<file path="src/rtl/wb_arbiter_if.sv">
`default_nettype none
// +----------------------------------------------------------------------------+
// | wb_arbiter_if : register-file write-back sources, write port and status     |
// | Revision      : 1.0                                                         |
// +----------------------------------------------------------------------------+
interface wb_arbiter_if #(
  parameter int DEPTH = 4,
  parameter int N     = 64
);
  logic                     p_we;
  logic [4:0]               p_wa;
  logic [N-1:0]             p_wd;
  logic                     s_valid;
  logic                     s_ready;
  logic [4:0]               s_wa;
  logic [N-1:0]             s_wd;
  logic                     we3;
  logic [4:0]               wa3;
  logic [N-1:0]             wd3;
  logic [31:0]              pending;
  logic [$clog2(DEPTH):0]   fifo_count;

  modport slave (
    input  p_we, p_wa, p_wd, s_valid, s_wa, s_wd,
    output s_ready, we3, wa3, wd3, pending, fifo_count
  );

  modport master (
    output p_we, p_wa, p_wd, s_valid, s_wa, s_wd,
    input  s_ready, we3, wa3, wd3, pending, fifo_count
  );
endinterface
`default_nettype wire

</file>
<file path="src/rtl/wb_arbiter.sv">
`default_nettype none
// +----------------------------------------------------------------------------+
// | wb_arbiter : primary/secondary write-back merge with squashing FIFO.        |
// | Optional same-cycle secondary bypass when WB_BYPASS_EN is defined.          |
// | Revision   : 1.0                                                            |
// +----------------------------------------------------------------------------+
module wb_arbiter #(
  parameter int DEPTH = 4,
  parameter int N     = 64
) (
  input  logic           clk,
  input  logic           reset_n,
  wb_arbiter_if.slave    bus
);

  localparam int         PW  = $clog2(DEPTH);
  localparam int         CW  = PW + 1;
  localparam logic [4:0] XZR = 5'd31;

  logic [PW-1:0]  rd_ptr_q, rd_ptr_d;
  logic [PW-1:0]  wr_ptr_q, wr_ptr_d;
  logic [CW-1:0]  count_q,  count_d;
  logic [DEPTH-1:0] live_q, live_d;
  logic [4:0]     wa_q [DEPTH];
  logic [4:0]     wa_d [DEPTH];
  logic [N-1:0]   wd_q [DEPTH];
  logic [N-1:0]   wd_d [DEPTH];

  logic           p_win;
  logic           s_ready;
  logic           accept;
  logic           head_occ;
  logic           head_live;
  logic           bypass;
  logic           pop;
  logic           push;
  logic           we3;
  logic [4:0]     wa3;
  logic [N-1:0]   wd3;
  logic [31:0]    pending;

  // Reset gates the outputs combinationally so they are quiet while reset_n is low.
  assign p_win     = reset_n && bus.p_we && (bus.p_wa != XZR);
  assign s_ready   = reset_n && (count_q < CW'(DEPTH));
  assign accept    = bus.s_valid && s_ready;
  assign head_occ  = (count_q != '0);
  assign head_live = head_occ && live_q[rd_ptr_q];

`ifdef WB_BYPASS_EN
  assign bypass = accept && (count_q == '0) && !p_win && (bus.s_wa != XZR);
`else
  assign bypass = 1'b0;
`endif

  // A squashed head drains even while the primary owns the port.
  assign pop  = head_occ && (!head_live || !p_win);
  assign push = accept && (bus.s_wa != XZR) && !bypass;

  always_comb begin
    we3 = 1'b0;
    wa3 = '0;
    wd3 = '0;
    if (p_win) begin
      we3 = 1'b1;
      wa3 = bus.p_wa;
      wd3 = bus.p_wd;
    end else if (head_live) begin
      we3 = 1'b1;
      wa3 = wa_q[rd_ptr_q];
      wd3 = wd_q[rd_ptr_q];
    end else if (bypass) begin
      we3 = 1'b1;
      wa3 = bus.s_wa;
      wd3 = bus.s_wd;
    end
  end

  always_comb begin
    pending = '0;
    for (int i = 0; i < DEPTH; i++) begin
      if (live_q[i]) begin
        pending[wa_q[i]] = 1'b1;
      end
    end
  end

  always_comb begin
    rd_ptr_d = rd_ptr_q;
    wr_ptr_d = wr_ptr_q;
    live_d   = live_q;
    wa_d     = wa_q;
    wd_d     = wd_q;

    // The primary write is program-newer than anything already queued to the same register.
    for (int i = 0; i < DEPTH; i++) begin
      if (p_win && (wa_q[i] == bus.p_wa)) begin
        live_d[i] = 1'b0;
      end
    end

    if (pop) begin
      live_d[rd_ptr_q] = 1'b0;
      rd_ptr_d         = rd_ptr_q + PW'(1);
    end

    // Applied after the squash so a same-cycle request to the same register survives.
    if (push) begin
      live_d[wr_ptr_q] = 1'b1;
      wa_d[wr_ptr_q]   = bus.s_wa;
      wd_d[wr_ptr_q]   = bus.s_wd;
      wr_ptr_d         = wr_ptr_q + PW'(1);
    end

    unique case ({push, pop})
      2'b10:   count_d = count_q + CW'(1);
      2'b01:   count_d = count_q - CW'(1);
      default: count_d = count_q;
    endcase
  end

  always_ff @(posedge clk or negedge reset_n) begin
    if (!reset_n) begin
      rd_ptr_q <= '0;
      wr_ptr_q <= '0;
      count_q  <= '0;
      live_q   <= '0;
      for (int i = 0; i < DEPTH; i++) begin
        wa_q[i] <= '0;
        wd_q[i] <= '0;
      end
    end else begin
      rd_ptr_q <= rd_ptr_d;
      wr_ptr_q <= wr_ptr_d;
      count_q  <= count_d;
      live_q   <= live_d;
      wa_q     <= wa_d;
      wd_q     <= wd_d;
    end
  end

  assign bus.s_ready    = s_ready;
  assign bus.we3        = we3;
  assign bus.wa3        = wa3;
  assign bus.wd3        = wd3;
  assign bus.pending    = pending;
  assign bus.fifo_count = count_q;

endmodule
`default_nettype wire

</file>
<file path="src/flat_wrapper.sv">
// flat-port wrapper written by rule: the top's interface ports become plain ports
module wb_arbiter_flat 
#(
  parameter int DEPTH = 4,
  parameter int N     = 64
)
  (clk, reset_n, bus_p_we, bus_p_wa, bus_p_wd, bus_s_valid, bus_s_wa, bus_s_wd, bus_s_ready, bus_we3, bus_wa3, bus_wd3, bus_pending, bus_fifo_count);
  wb_arbiter_if #(.DEPTH(DEPTH), .N(N)) bus_i ();
  input  logic clk;
  input  logic reset_n;
  input wire logic [$bits(bus_i.p_we)-1:0] bus_p_we;
  input wire logic [$bits(bus_i.p_wa)-1:0] bus_p_wa;
  input wire logic [$bits(bus_i.p_wd)-1:0] bus_p_wd;
  input wire logic [$bits(bus_i.s_valid)-1:0] bus_s_valid;
  input wire logic [$bits(bus_i.s_wa)-1:0] bus_s_wa;
  input wire logic [$bits(bus_i.s_wd)-1:0] bus_s_wd;
  output wire logic [$bits(bus_i.s_ready)-1:0] bus_s_ready;
  output wire logic [$bits(bus_i.we3)-1:0] bus_we3;
  output wire logic [$bits(bus_i.wa3)-1:0] bus_wa3;
  output wire logic [$bits(bus_i.wd3)-1:0] bus_wd3;
  output wire logic [$bits(bus_i.pending)-1:0] bus_pending;
  output wire logic [$bits(bus_i.fifo_count)-1:0] bus_fifo_count;
  assign bus_i.p_we = bus_p_we;
  assign bus_i.p_wa = bus_p_wa;
  assign bus_i.p_wd = bus_p_wd;
  assign bus_i.s_valid = bus_s_valid;
  assign bus_i.s_wa = bus_s_wa;
  assign bus_i.s_wd = bus_s_wd;
  assign bus_s_ready = bus_i.s_ready;
  assign bus_we3 = bus_i.we3;
  assign bus_wa3 = bus_i.wa3;
  assign bus_wd3 = bus_i.wd3;
  assign bus_pending = bus_i.pending;
  assign bus_fifo_count = bus_i.fifo_count;
  wb_arbiter #(.DEPTH(DEPTH), .N(N)) u_core (.clk(clk), .reset_n(reset_n), .bus(bus_i));
endmodule
</file>
<file path="config.mk">
export PLATFORM = sky130hd
export DESIGN_NAME = wb_arbiter_flat
export DESIGN_NICKNAME = d
export VERILOG_FILES = /design/src/rtl/wb_arbiter_if.sv /design/src/rtl/wb_arbiter.sv /design/src/flat_wrapper.sv
export SDC_FILE = /design/constraint.sdc
export NUM_CORES = 1
export LEC_CHECK = 0
export ABC_AREA = 1
export BUFFER_PORTS_ARGS = -buffer_cell sky130_fd_sc_hd__buf_2
export CELL_PAD_IN_SITES_DETAIL_PLACEMENT = 0
export CELL_PAD_IN_SITES_GLOBAL_PLACEMENT = 1
export CORE_ASPECT_RATIO = 1.5
export CORE_UTILIZATION = 30
export DETAILED_ROUTE_END_ITERATION = 10
export PLACE_DENSITY = 0.74
export SYNTH_ARGS = -nofsm -noshare
export SYNTH_HDL_FRONTEND = slang
export SYNTH_SLANG_ARGS = --single-unit
</file>
<file path="constraint.sdc">
create_clock -name clk -period 2.2 [get_ports clk]
set_clock_uncertainty 0.1 [all_clocks]
set_input_delay 0.22 -clock clk [delete_from_list [all_inputs] [get_ports clk]]
set_output_delay 0.22 -clock clk [all_outputs]
set_load 0.02 [all_outputs]
</file>
==> metrics.txt <==
count of unresolved DRC violations after routing=0; number of detailed-routing iterations run before antenna repair=8; area of the core=~0.050 mm2; post-synthesis average cell area=approximately 7.3 um2; Cells after DPL=between 2,000 and 3,000; Max-Slew Margin vs Limit=0.333; placer congestion estimate=between 0.9 and 1; area growth from synthesis to layout=39.5%; TritonCTS clock tree=built; Clk Tree Root Cell=clkbuf_16; Reg clk slew, reported paths=about 0.060 ns; Total GRT Usage=0.216; max-cap viol count=0; capture endpoint of the worst hold path=u_core.live_q[2]$_DFF_PN0_; Data required, critical path=approximately 1.9 ns; Post-DRT Antenna Nets=0; register area share after synthesis=0.472; run status=finished with violations; IO Pins=248; Die Y=around 280 um; Port-buffer cells=~250; number of H-tree branching levels=1; global-route wire length before repair=86,200 um; top flip-flop cell by instance count after synthesis=dfrtp_1; clock power share=0.170; portion of synthesized cell area occupied by the leading cell type=0.472; total die area=just over 0.05 mm2; synthesized netlist cell count=between 2,000 and 2,500; most frequently used cell type in the post-synthesis netlist=nand2_1; post-layout min period=about 2.6 ns; global route total overflow=0; Leakage=10.3 nW; share of power burned in registers=0.289; leading area contributor after synthesis=dfrtp_1; cell area after technology mapping=0.0152 mm2; count of endpoints failing hold in the final timing report=0; post-layout net count=2,549; Sw Pwr=roughly 14 mW; met2 wire length=between 20,000 and 30,000 um; highest metal layer used by the detailed router=met5; length of routed met3 wiring=roughly 2500 um; ranking of synthesized cells by area=dfrtp_1 (47%), nand2_1 (19%), o21ai_0 (5.3%), a21oi_1 (4.6%), o21ai_1 (4.4%); number of antenna violations at the first check in global routing=4; kind of end point of the critical path=output port; setup repair after global routing missed its margin=yes; Slew Limit Fails=0; number of vias per cell=between 5 and 6; count of unique library cells instantiated by Yosys=35; start point of the worst hold path=bus_p_wa[4]; mean routed wirelength per cell=approximately 19 um; placed wire-length estimate after detailed placement=34,200 um; final std cells w/o fill=~3,100; critical path startpoint category=flip-flop; number of DRC violations after detailed-routing iteration 0=983; clock latency on the worst-skew pair=around 0.58 ns; minimum setup slack in the final design=-0.420 ns; achievable clock frequency=382 MHz; biggest fanout along the worst timing path=7; worst setup path category=flip-flop to output port; count of yosys warnings during synthesis=0; reg2reg end=u_core.bus.fifo_count[2]$_DFFE_PN0P_; number of rows created at floorplan=100; combinational group share of total power=0.541; power per standard cell area=approximately 1500 mW/mm2; slack of the worst reg-to-reg path=0.03 ns; net switching share of the total power=0.434; post-route clock period utilization=1.19; CTS buffer count=29; Hold/Removal Path Class=input port to flip-flop; sum of routed wire segments on met1=about 24,000 um; Finish-stage setup viols=99; count of state elements after synthesis=about 290; Reg2Reg Depth=14; top post-synthesis cells by count=nand2_1 (775), dfrtp_1 (287), inv_1 (165), o21ai_0 (160), a21oi_1 (140); Max IR drop VDD=0.736 mV; post-synth net total=2,225; clock sinks=287; Reg-to-Reg Start=u_core.rd_ptr_q[0]$_DFFE_PN0N_; Hold Path Depth=8; Slew @ Worst Pin=~1.0 ns; number of flops mapped to enable cells by yosys=0; ratio of cells with drive above 1 in the final layout=0.249; violated checks=negative setup slack; Longest Clk Path Bufs=3; largest net degree at the start of global routing=159; starting density of the core=0.306; final WL=between 50,000 and 60,000 um; Synth async-reset ratio=1.00; Pint=between 15 and 20 mW; via count of the first global-routing pass=15,000; chip width=roughly 190 um; arrival time reported for the critical path endpoint=roughly 2.3 ns; total power=about 32 mW; via total after detailed routing=roughly 16,000
## cell families (layout without fill, tap and decap cells)
| group | after synthesis | count (layout) | synth area share |
|---|---|---|---|
| simple gates | 958 | 958 | 0.254 |
| xor+xnor | 16 | 16 | 0.00921 |
| buf+inv | 304 | 651 | 0.0849 |
| fa+ha+maj | 10 | 10 | 0.00871 |
| flops | 287 | 287 | 0.472 |
| compound gates | 498 | 498 | 0.171 |
| other cells | 0 | 3 | 0 |
## sequential cells by signal, summed over array words and instances (netlist names)
register	cells
u_core.wd_q	256
u_core.wa_q	20
u_core.live_q	4
u_core.bus.fifo_count	3
u_core.rd_ptr_q	2
u_core.wr_ptr_q	2
## how the worst max path moves through the flow
stage	start	endpoint	slack [ns]	depth (start not counted)
2_1_floorplan	u_core.bus.fifo_count[0]$_DFFE_PN0P_	u_core.bus.fifo_count[1]$_DFFE_PN0P_	0.00009	8
3_3_place_gp	u_core.rd_ptr_q[0]$_DFFE_PN0N_	bus_wd3[50]	0.1	7
3_5_place_dp	bus_p_wa[0]	bus_wd3[25]	0.06	8
4_1_cts	u_core.rd_ptr_q[0]$_DFFE_PN0N_	bus_wd3[63]	-0.43	12
5_1_grt	u_core.rd_ptr_q[0]$_DFFE_PN0N_	bus_wa3[2]	-0.49	11
6_report	u_core.rd_ptr_q[0]$_DFFE_PN0N_	bus_wd3[63]	-0.42	11
## layout by cell type, fill, tap and decap left out, types with 3 or more instances in the layout
cell           Yosys  final
nand2_2            2     47
nand2_1          775    726
xor2_1             7      7
a21oi_1          140    136
dfrtp_2            0     11
bufinv_16          0      5
o21ai_1          134    137
xnor2_1            9      9
clkbuf_1          48      3
buf_12             0     23
dfrtp_1          287    274
buf_2             67    172
o22a_1             6      6
nand2_4            0      4
nand4_1            5      5
buf_4             11     65
nand3_2            0     31
dlygate4sd3_1      0     70
diode_2            0      3
buf_6              3     75
o22ai_1           51     50
clkbuf_8           0      6
buf_8              0      5
inv_1            165    152
nand3_4            0     40
clkbuf_16          0     35
o21ai_0          160    153
inv_2              4     13
nor2_4             1      5
a21oi_2            0      4
or2_2             25     23
o21ai_2            0      4
o221ai_1           6      6
nand3_1          130     59
nor2_1            12     11
clkinvlp_4         0      9
clkinv_2           0      3
ha_1               9      8
buf_16             0     10
## critical path, stage by stage (launching register included)
cell,delay [ns]
dfrtp_4,0.53
inv_8,0.07
nand2_1,0.09
nand3_2,0.11
nand2_4,0.06
nor2_4,0.10
buf_12,0.14
buf_12,0.13
buf_12,0.14
nand3_1,0.14
nand2_1,0.09
buf_4,0.13
## per-layer routing
| layer | vias up | track usage |
|---|---|---|
| li1 | 7370 | - |
| met2 | 485 | 0.389 |
| met1 | 7537 | 0.264 |
| met3 | 113 | 0.0206 |
| met4 | 2 | 0.0717 |
| met5 | - | 0 |
## power by group through the flow
| stage | Clock (mW) | Combinational, mW | Sequential [mW] |
|---|---|---|---|
| after global placement | 0 | 12.4 | 9.18 |
| after CTS | 5.61 | 15.5 | 9.22 |
| after floorplan | 0 | 8.54 | 8.92 |
| after detailed placement | 0 | 12.6 | 9.25 |
| after global routing | 5.80 | 19.0 | 9.58 |
| final | 5.47 | 17.4 | 9.29 |
## cell type report
class                   count  area [um2]
diodes                      3        7.51
clock buffers              38         820
clock inverters            16         226
fillers                  5142       28600
inverters                 171         662
multi-input cells        1482        7630
flip-flops and latches    287        7200
well taps                 663         830
repair buffers            426        3850
## per-stage QoR
stage	util	area, um2	hold WS, ns	setup TNS, ns	worst slack (ns)
floorplan	-	15200	-0.176	0	0.0000908
global placement	0.351	17500	0.109	0	0.0992
detailed placement	0.351	17500	0.113	0	0.0633
CTS	0.407	20300	0.180	-33.17	-0.430
global route	0.426	21200	0.232	-37.99	-0.492
finish	0.426	21200	0.212	-29.70	-0.420
## timing repair
item,4_1_cts,5_1_grt
pin swaps,18,58
gates cloned,9,7
hold buffers,70,0
buffers inserted,12,15
gates resized for setup,203,181
endpoints found under the setup margin,102,104
hold endpoints to repair,330,0
No activity file was read; power rests on OpenSTA's default activity.
